[config.mk]
export PLATFORM = sky130hd
export DESIGN_NAME = deserializer_pingpong
export DESIGN_NICKNAME = d
export VERILOG_FILES = /design/src/rtl/deserializer_pingpong.sv
export SDC_FILE = /design/constraint.sdc
export NUM_CORES = 1
export LEC_CHECK = 0
export BUFFER_PORTS_ARGS = -buffer_cell sky130_fd_sc_hd__buf_2
export CAP_MARGIN = 20
export CORE_UTILIZATION = 30
export CTS_CLUSTER_DIAMETER = 40
export DETAILED_ROUTE_END_ITERATION = 10
export GPL_ROUTABILITY_DRIVEN = 0
export SETUP_SLACK_MARGIN = 0.5
export SLEW_MARGIN = 15
export SYNTH_ARGS = -nofsm -noshare
export SYNTH_HDL_FRONTEND = slang
export SYNTH_SLANG_ARGS = --single-unit
[constraint.sdc]
create_clock -name clk -period 3.8 [get_ports clk]
set_input_delay 0.57 -clock clk [delete_from_list [all_inputs] [get_ports clk]]
set_output_delay 0.57 -clock clk [all_outputs]
set_load 0.02 [all_outputs]
[src/rtl/deserializer_pingpong.sv]
// Serial val/rdy samples -> variable-length parallel frames using two ping-pong banks.
// Optional macro DESER_FLUSH_EN adds a flush input that closes the current frame early.
module deserializer_pingpong #(
    parameter int N_SAMPLES = 8,
    parameter int BIT_WIDTH = 32
) (
    input  logic                       clk,
    input  logic                       reset,
    input  logic                       recv_val,
    output logic                       recv_rdy,
    input  logic [BIT_WIDTH-1:0]       recv_msg,
    input  logic [$clog2(N_SAMPLES):0] cfg_len,
    output logic                       send_val,
    input  logic                       send_rdy,
    output logic [BIT_WIDTH-1:0]       send_msg [N_SAMPLES-1:0],
    output logic [$clog2(N_SAMPLES):0] send_len
`ifdef DESER_FLUSH_EN
    ,
    input  logic                       flush
`endif
);
    localparam int LW = $clog2(N_SAMPLES) + 1;
    localparam int WW = $clog2(N_SAMPLES);

    logic [BIT_WIDTH-1:0] bank_q [0:1][N_SAMPLES-1:0];
    logic [BIT_WIDTH-1:0] bank_d [0:1][N_SAMPLES-1:0];
    logic [LW-1:0]        len_q [0:1];
    logic [LW-1:0]        len_d [0:1];
    logic [1:0]           full_q, full_d;
    logic                 wb_q, wb_d, rb_q, rb_d;
    logic [WW-1:0]        wcnt_q, wcnt_d;
    logic [LW-1:0]        flen_q, flen_d;

    logic          do_acc, do_rel, do_last, do_close, flush_close;
    logic [LW-1:0] eff_len, cur_len, cnt_next, close_len;

    always_comb begin
        recv_rdy = !full_q[wb_q];
        do_acc   = recv_val && recv_rdy;
        do_rel   = full_q[rb_q] && send_rdy;
        cnt_next = {1'b0, wcnt_q} + LW'(1);
        eff_len  = (cfg_len == '0 || cfg_len > LW'(N_SAMPLES)) ? LW'(N_SAMPLES) : cfg_len;
        // The length latched at the first sample only exists from the next cycle on.
        cur_len  = (wcnt_q == '0) ? eff_len : flen_q;
        do_last  = do_acc && (cnt_next == cur_len);
`ifdef DESER_FLUSH_EN
        flush_close = flush && (wcnt_q != '0 || do_acc);
`else
        flush_close = 1'b0;
`endif
        do_close  = do_last || flush_close;
        close_len = do_acc ? cnt_next : {1'b0, wcnt_q};
    end

    always_comb begin
        bank_d = bank_q;
        len_d  = len_q;
        full_d = full_q;
        wb_d   = wb_q;
        rb_d   = rb_q;
        wcnt_d = wcnt_q;
        flen_d = flen_q;
        if (do_acc) begin
            bank_d[wb_q][wcnt_q] = recv_msg;
            if (wcnt_q == '0)
                flen_d = eff_len;
        end
        if (do_close) begin
            full_d[wb_q] = 1'b1;
            len_d[wb_q]  = close_len;
            wb_d         = !wb_q;
            wcnt_d       = '0;
        end else if (do_acc) begin
            wcnt_d = cnt_next[WW-1:0];
        end
        // A filling bank is never full, so this never collides with the write above.
        if (do_rel) begin
            full_d[rb_q] = 1'b0;
            rb_d         = !rb_q;
        end
    end

    always_ff @(posedge clk) begin
        if (reset) begin
            bank_q <= '{default: '0};
            len_q  <= '{default: '0};
            full_q <= '0;
            wb_q   <= 1'b0;
            rb_q   <= 1'b0;
            wcnt_q <= '0;
            flen_q <= '0;
        end else begin
            bank_q <= bank_d;
            len_q  <= len_d;
            full_q <= full_d;
            wb_q   <= wb_d;
            rb_q   <= rb_d;
            wcnt_q <= wcnt_d;
            flen_q <= flen_d;
        end
    end

    always_comb begin
        send_val = full_q[rb_q];
        send_len = len_q[rb_q];
        for (int i = 0; i < N_SAMPLES; i++)
            send_msg[i] = bank_q[rb_q][i];
    end

endmodule

==> impl_results.md, run 1 <==
- Layout area overhead: 25.4%
- CTS max path bufs: 3
- Clock sinks: about 530
- CTS tree: yes
- Multi-input logic area: 10200 um^2
- Main synth FF type: dfxtp_1
- Status: finished, final reports clean
- Largest net degree at the start of global routing: around 110
- CTS Hold Bufs: 0
- Sequential-to-total area share from yosys stat: 0.489
- Mux contribution to synthesized area: 0.140
- Worst Skew: 0.0227 ns
- Post-synth EDFFs: 0
- DRC: 0
- Area of the core: 71600 um^2
- Fraction of the cycle the final worst path needs: 0.722
- Cells after Synth: 2713
- Post-Synth Simple-Gate Area: 0.198
- Cell Rows: 98
- Max Cap Violations: 0
- Synthesis-stage register bit count: ~530
- Full die area: 73600 um^2
- Drt total wl: 75900 um
- Adder-Cell Fraction of Synth Area: 0.00115
- Logic gate share of total power: 0.076
- Starting Density: 0.304
- Layout cells sized above 1: 0.268
- Clock slew at reported path FFs: 0.05 ns
- Sequential power share: 0.362
- Power Density: around 580 nW/um^2
- CP Capture Type: output port
- FF+latch area: 10600 um^2
- # Post-CTS Setup Buffers: 0
- Fill cells: roughly 7.3k
- Net Switching: 4.02 mW
- Slew Limit Fails: 0
- Pre-antenna DRT Iters: 5
- Grt total ovfl: 0
- Initial DRC Count: 1433
- Period minus WS final: between 2 and 3 ns
- Die Height: 271 um
- Placed Area: ~24000 um^2
- Worst skew pair latency: about 0.63 ns
- Worst-path fanout max: 86
- Leakage power: 10.5 nW
- Final hold violations: 0
- ANT nets after route: 0
- Unrepaired setup endpoints after global routing: false
- I/O pins: between 300 and 400
- Net Count, Synth: between 2k and 3k
- Mapped Area: 21800 um^2
- # H-tree levels: 3
- Die width: about 270 um
- Clock power share: 0.562
- Number of global-route vias before repair: 17.7k
- Slew @ Worst Pin: 1.08 ns
- Async set or reset register ratio after synthesis: 0
- Compound-gate portion of the synthesized area: 0.122
- Syn. warnings: 0
- Crit path kind: register to output port
- Buffers added on ports: about 300
- Hold crit path type: input pin to register
- All-Layer GR Usage: 0.200
- Sw frac: 0.252
- # setup viols final: 0
- First-pass GRT wire length: ~110000 um
- CP Data Required Time: between 3 and 4 ns
- PostCTS Resize Cnt: 0
- Nets: just under 3k
- Wire length per cell: 19.4 um
- Peak supply drop: 0.357 mV
- Initial antenna violation count: 1
- Critical Path AT: 2.17 ns
- XOR/XNOR share of the synthesized area: 0.00242
- Startpoint Class: register
- Via count: 18.9k
- Top cell type's share of synthesized area: 0.489
- Design Area, Final: 27300 um^2
- DR vias/cell: a little under 5
- Slew headroom: 0.277
- Main combinational cell family by area after synthesis: simple AND/OR/NAND/NOR gates
- Int Pwr: 11.9 mW
- Post-synthesis cell type count: 36
- CTS root buf: clkbuf_16
- CTS Buf Count: 93
- DP HPWL: 46600 um
- Post-synthesis average cell area: 8.02 um^2
- Yosys top cell by area: dfxtp_1
- Top post-synthesis cells by area: dfxtp_1, nand2_1, mux2_2
- FMAX: ~360 MHz
- Setup_tns: 0 ns
[flip-flops by register name, indices dropped and copies added, names as in the netlist]
signal / cells
bank_q: 512
flen_q: 4
wcnt_q: 3
rb_q: 1
len_q: 8
wb_q: 1
full_q: 2
[metrics by stage]
stage               setup slack [ns]  power (mW)   util  hold slack (ns)  std cells
floorplan                       1.58        6.66      -            0.433       2713
global placement                1.31        7.09  0.334            0.438       3738
detailed placement              1.21        7.09  0.334            0.443       3738
CTS                             1.05        16.0  0.381            0.165       3912
global route                   0.985        16.4  0.381            0.188       3913
finish                          1.06        15.9  0.381            0.206       3917
[logic make-up after synthesis]
| family | count (synthesis) |
|---|---|
| mux | 271 |
| flops | 531 |
| simple gates | 1114 |
| fa+ha+maj | 2 |
| compound gates | 524 |
| xor+xnor | 6 |
| buf+inv | 265 |
[cells in the final DEF, fill, tap and decap left out, types with 8 or more instances in the layout]
cell type	instances
nand2_1	1044
dfxtp_1	530
a21oi_1	517
buf_2	300
mux2_2	260
clkbuf_16	98
buf_4	26
nor2_1	17
inv_6	17
bufinv_16	13
clkinv_2	12
clkbuf_8	11
mux2i_1	9
clkinvlp_4	9
buf_12	8
[cells in the mapped netlist, types with 2 or more instances]
cell type  instances
clkbuf_1         228
and2b_1            2
and2_1             2
nand2_1         1046
xnor2_1            5
ha_1               2
nand3_1           11
nand3_2            2
a21oi_1          517
nor3_2             2
and3_1             6
nor2_1            23
a32o_1             2
mux2i_1            9
nor3_1             6
mux2_2           260
buf_2             30
inv_1              4
dfxtp_1          531
mux2_1             2
nor2b_1            6
nand2b_1           2
buf_6              2
[worst max-delay path, stage by stage, from the launching register on]
cell and delay, ns:
dfxtp_4 0.42, buf_12 0.38, mux2_2 0.44, buf_2 0.17
[area by class of cell]
type,count,area share
Tap cell,950,0.0436
Timing Repair Buffer,335,0.0686
Multi-Input combinational cell,1917,0.373
Sequential cell,531,0.390
Clock inverter,59,0.0276
Antenna cell,5,0.000459
Clock buffer,115,0.0963
Inverter,5,0.000688
[path summary, 6_finish.rpt]
path	start	end	slack [ns]	cells past startpoint
worst max-delay path	rb_q	send_msg[190]	1.06	3
worst min-delay path	send_rdy	full_q[0]	0.21	2
worst max register to register	wcnt_q[0]	len_q[5]	1.14	8
worst min register to register	bank_q[432]	bank_q[432]	0.45	2
[layer usage]
layer  up-vias  wire, um  GRT usage
li1       9227         -          -
met1      8925     34900      0.274
met2       632     34800      0.316
met3        94      4670     0.0383
met4         0      1610     0.0634
met5         -         0          0
[power groups by stage]
stage / combinational [mW] / sequential, mW / clock (mW)
after floorplan: 0.814 / 5.85 / 0
after global placement: 1.21 / 5.88 / 0
after detailed placement: 1.21 / 5.88 / 0
after CTS: 1.22 / 5.77 / 9.06
after global routing: 1.30 / 5.78 / 9.36
final: 1.21 / 5.77 / 8.94
(Power assumes the default switching activity.)
==> run 2: changes to the inputs <==
Clock period 3.8 ns to 2.82 ns, I/O delays scaled along.
==> run 2 against run 1 <==
  * Via count is 3.2% higher
  * Power increased by 38%
  * Setup slack worse by 0.69 ns
  * Hold slack worse by 0.16 ns
  * Clock skew rose by 0.0093 ns
==> impl_results.md, run 2 (synthesis gave the netlist of run 1 again) <==
- Status: finished, final reports clean
- # setup viols final: 0 (unchanged)
- Largest net degree at the start of global routing: 128 (+21%)
- Layout cells sized above 1: 0.286 (+0.0182)
- Drt total wl: 80300 um (+5.8%)
- Worst Skew: 0.0321 ns (+0.00931 ns)
- Slew Limit Fails: 0 (unchanged)
- Most flops, register: bank_q
- CP max-delay cell: dfxtp_4
- CP Capture Type: output port
- CTS tree: yes
- Unrepaired setup endpoints after global routing: true
- Grt total ovfl: 0 (unchanged)
- Hold path start: send_rdy
- Non-Filler Instances: 3986 (+1.8%)
- Critical path, cell by cell: buf_12, buf_16, buf_12, clkbuf_16, mux2_4, buf_6
- Clock slew at reported path FFs: 0.05 ns (about the same)
- Critical path's top delay family: buffers and inverters
- Wire length per cell: 20.2 um (+4.0%)
- Startpoint Class: register
- Setup_tns: 0 ns (unchanged)
- CTS max path bufs: 3 (unchanged)
- Total power: 22.0 mW (+38%)
- ANT nets after route: 0 (unchanged)
- Max Cap Violations: 0 (unchanged)
- Cell Rows: 98 (unchanged)
- Worst setup margin: 0.368 ns (-0.688 ns)
- Critical Path AT: 2.03 ns (-0.14 ns)
- Full die area: 73600 um^2 (unchanged)
- Largest registers: bank_q: 512 flops, len_q: 8 flops, flen_q: 4 flops
- Worst skew pair latency: 0.65 ns (+0.02 ns)
- Hold crit path type: input pin to register
- Leakage power: 11.4 nW (+8.7%)
- Antenna diodes: 0 (-5)
- Clock sinks: 531 (unchanged)
- DP HPWL: 47300 um (+1.5%)
- Max FFs per register: 512 (unchanged)
- Register-to-Register Path Depth: 8 (unchanged)
- Die Height: 271 um (unchanged)
- Buffers added on ports: 301 (unchanged)
- Layout area overhead: 39.7%
- Initial antenna violation count: 0 (-1)
- Worst path bufs/invs: 5 (+3)
- DR vias/cell: 4.89 (+1.4%)
- # H-tree levels: 3 (unchanged)
- CP Data Required Time: 2.40 ns (-0.83 ns)
- Slew @ Worst Pin: 0.850 ns (-0.232 ns)
- Period minus WS final: 2.45 ns
- Hold Path End: full_q[0]
- CTS Buf Count: 96 (+3.2%)
- Reg2reg end: len_q[1]
- Fraction of the cycle the final worst path needs: 0.870
- Final hold violations: 0 (unchanged)
- Via count: 19.5k (+3.2%)
- Critical Path Max Stage Delay: 0.36 ns (-0.08 ns)
- DRC: 0 (unchanged)
- Worst hold path depth: 2 (unchanged)
- Crit path kind: register to output port
- Area of the core: 71600 um^2 (unchanged)
- First-pass GRT wire length: 118000 um (+4.7%)
- CTS root buf: clkbuf_16
- Die width: 271 um (unchanged)
- Initial DRC Count: 1557 (+8.7%)
- Pre-antenna DRT Iters: 5 (unchanged)
- Crit path top cell by count: buf_12
- FMAX: 408 MHz
- Commonest cells after routing, fill and taps aside: nand2_1, dfxtp_1, a21oi_1
- Place WS: 0.593 ns (-0.621 ns)
- Slew headroom: 0.433 (+0.156)
- Final design utilization: 0.424 (+0.0433)
- Worst-path fanout max: 5 (-94%)
- Most common cell after layout, fill and taps aside: nand2_1
- Dpl cells: 3760 (+0.59%)
- Starting Density: 0.304 (unchanged)
- I/O pins: 302 (unchanged)
- Number of global-route vias before repair: 18.4k (+3.8%)
- Nets: 2997 (+2.5%)
- All-Layer GR Usage: 0.210 (+0.00943)
- Power Density: 725 nW/um^2 (+24%)
- Peak supply drop: 0.468 mV (+31%)
- R2r setup slk: 0.67 ns (-0.47 ns)
- RR Startpoint: wcnt_q[0]
-- run 2: cell count changes in the layout (fill, tap and decap cells not counted), moves of 13 or more --
cell / delta
buf_4: +13
buf_6: +160
mux2_4: +171
buf_2: -157
buf_12: +17
mux2_2: -171
buf_16: +26
-- run 2: metrics by stage --
| stage | hold slack [ns] | area, um^2 |
|---|---|---|
| after CTS | 0.00573 | 29300 |
| after global routing | 0.0368 | 30400 |
| after floorplan | 0.433 | 21800 |
| final | 0.0420 | 30400 |
| after detailed placement | 0.443 | 24200 |
| after global placement | 0.438 | 24200 |
-- run 2: worst max path at each step --
| stage | startpoint | cells past startpoint | slack [ns] | end |
|---|---|---|---|---|
| 3_3_place_gp | cfg_len[0] | 7 | 0.60 | len_q[5] |
| 5_1_grt | rb_q | 6 | 0.34 | send_msg[84] |
| 4_1_cts | rb_q | 6 | 0.33 | send_msg[84] |
| 6_report | rb_q | 6 | 0.37 | send_msg[111] |
| 3_5_place_dp | recv_val | 6 | 0.59 | bank_q[163] |
| 2_1_floorplan | wcnt_q[0] | 10 | 0.60 | len_q[3] |
-- run 2: what timing repair did --
item	in CTS	in global routing
pin swaps	0	1
cloned	19	7
endpoints found under the setup margin	254	290
buffers inserted	16	5
hold buffers	0	0
resized for setup	283	271
-- run 2: layer usage --
| layer | routed length (um) | GRT usage | share of wire |
|---|---|---|---|
| met5 | 0 | 0 | 0 |
| met1 | 36700 | 0.288 | 0.46 |
| met3 | 5070 | 0.0378 | 0.063 |
| met2 | 36900 | 0.333 | 0.46 |
| met4 | 1660 | 0.0621 | 0.021 |
-- run 2: where the power goes --
group	internal, mW	total (mW)	switching, mW
Clock	7.79	12.1	4.36
Sequential	7.67	7.75	0.0820
Combinational	0.834	2.14	1.31
-- run 2: layout make-up --
| class | count | area [um^2] |
|---|---|---|
| clock inverter | 69 | 910 |
| inverter | 5 | 18.8 |
| clock buffer | 110 | 2540 |
| timing repair buffer | 404 | 4260 |
| sequential | 531 | 10600 |
| fill | 6926 | 41200 |
| multi-input combinational | 1917 | 10800 |
| tap | 950 | 1190 |
-- run 2: worst reg2reg max path, cell delays in order, from the launching register on --
cell and delay (ns):
dfxtp_1 0.32, inv_2 0.12, ha_1 0.22, or3b_1 0.38, o22ai_2 0.12, xor2_1 0.08
nor2_1 0.22, nand3_2 0.22, mux2_1 0.36
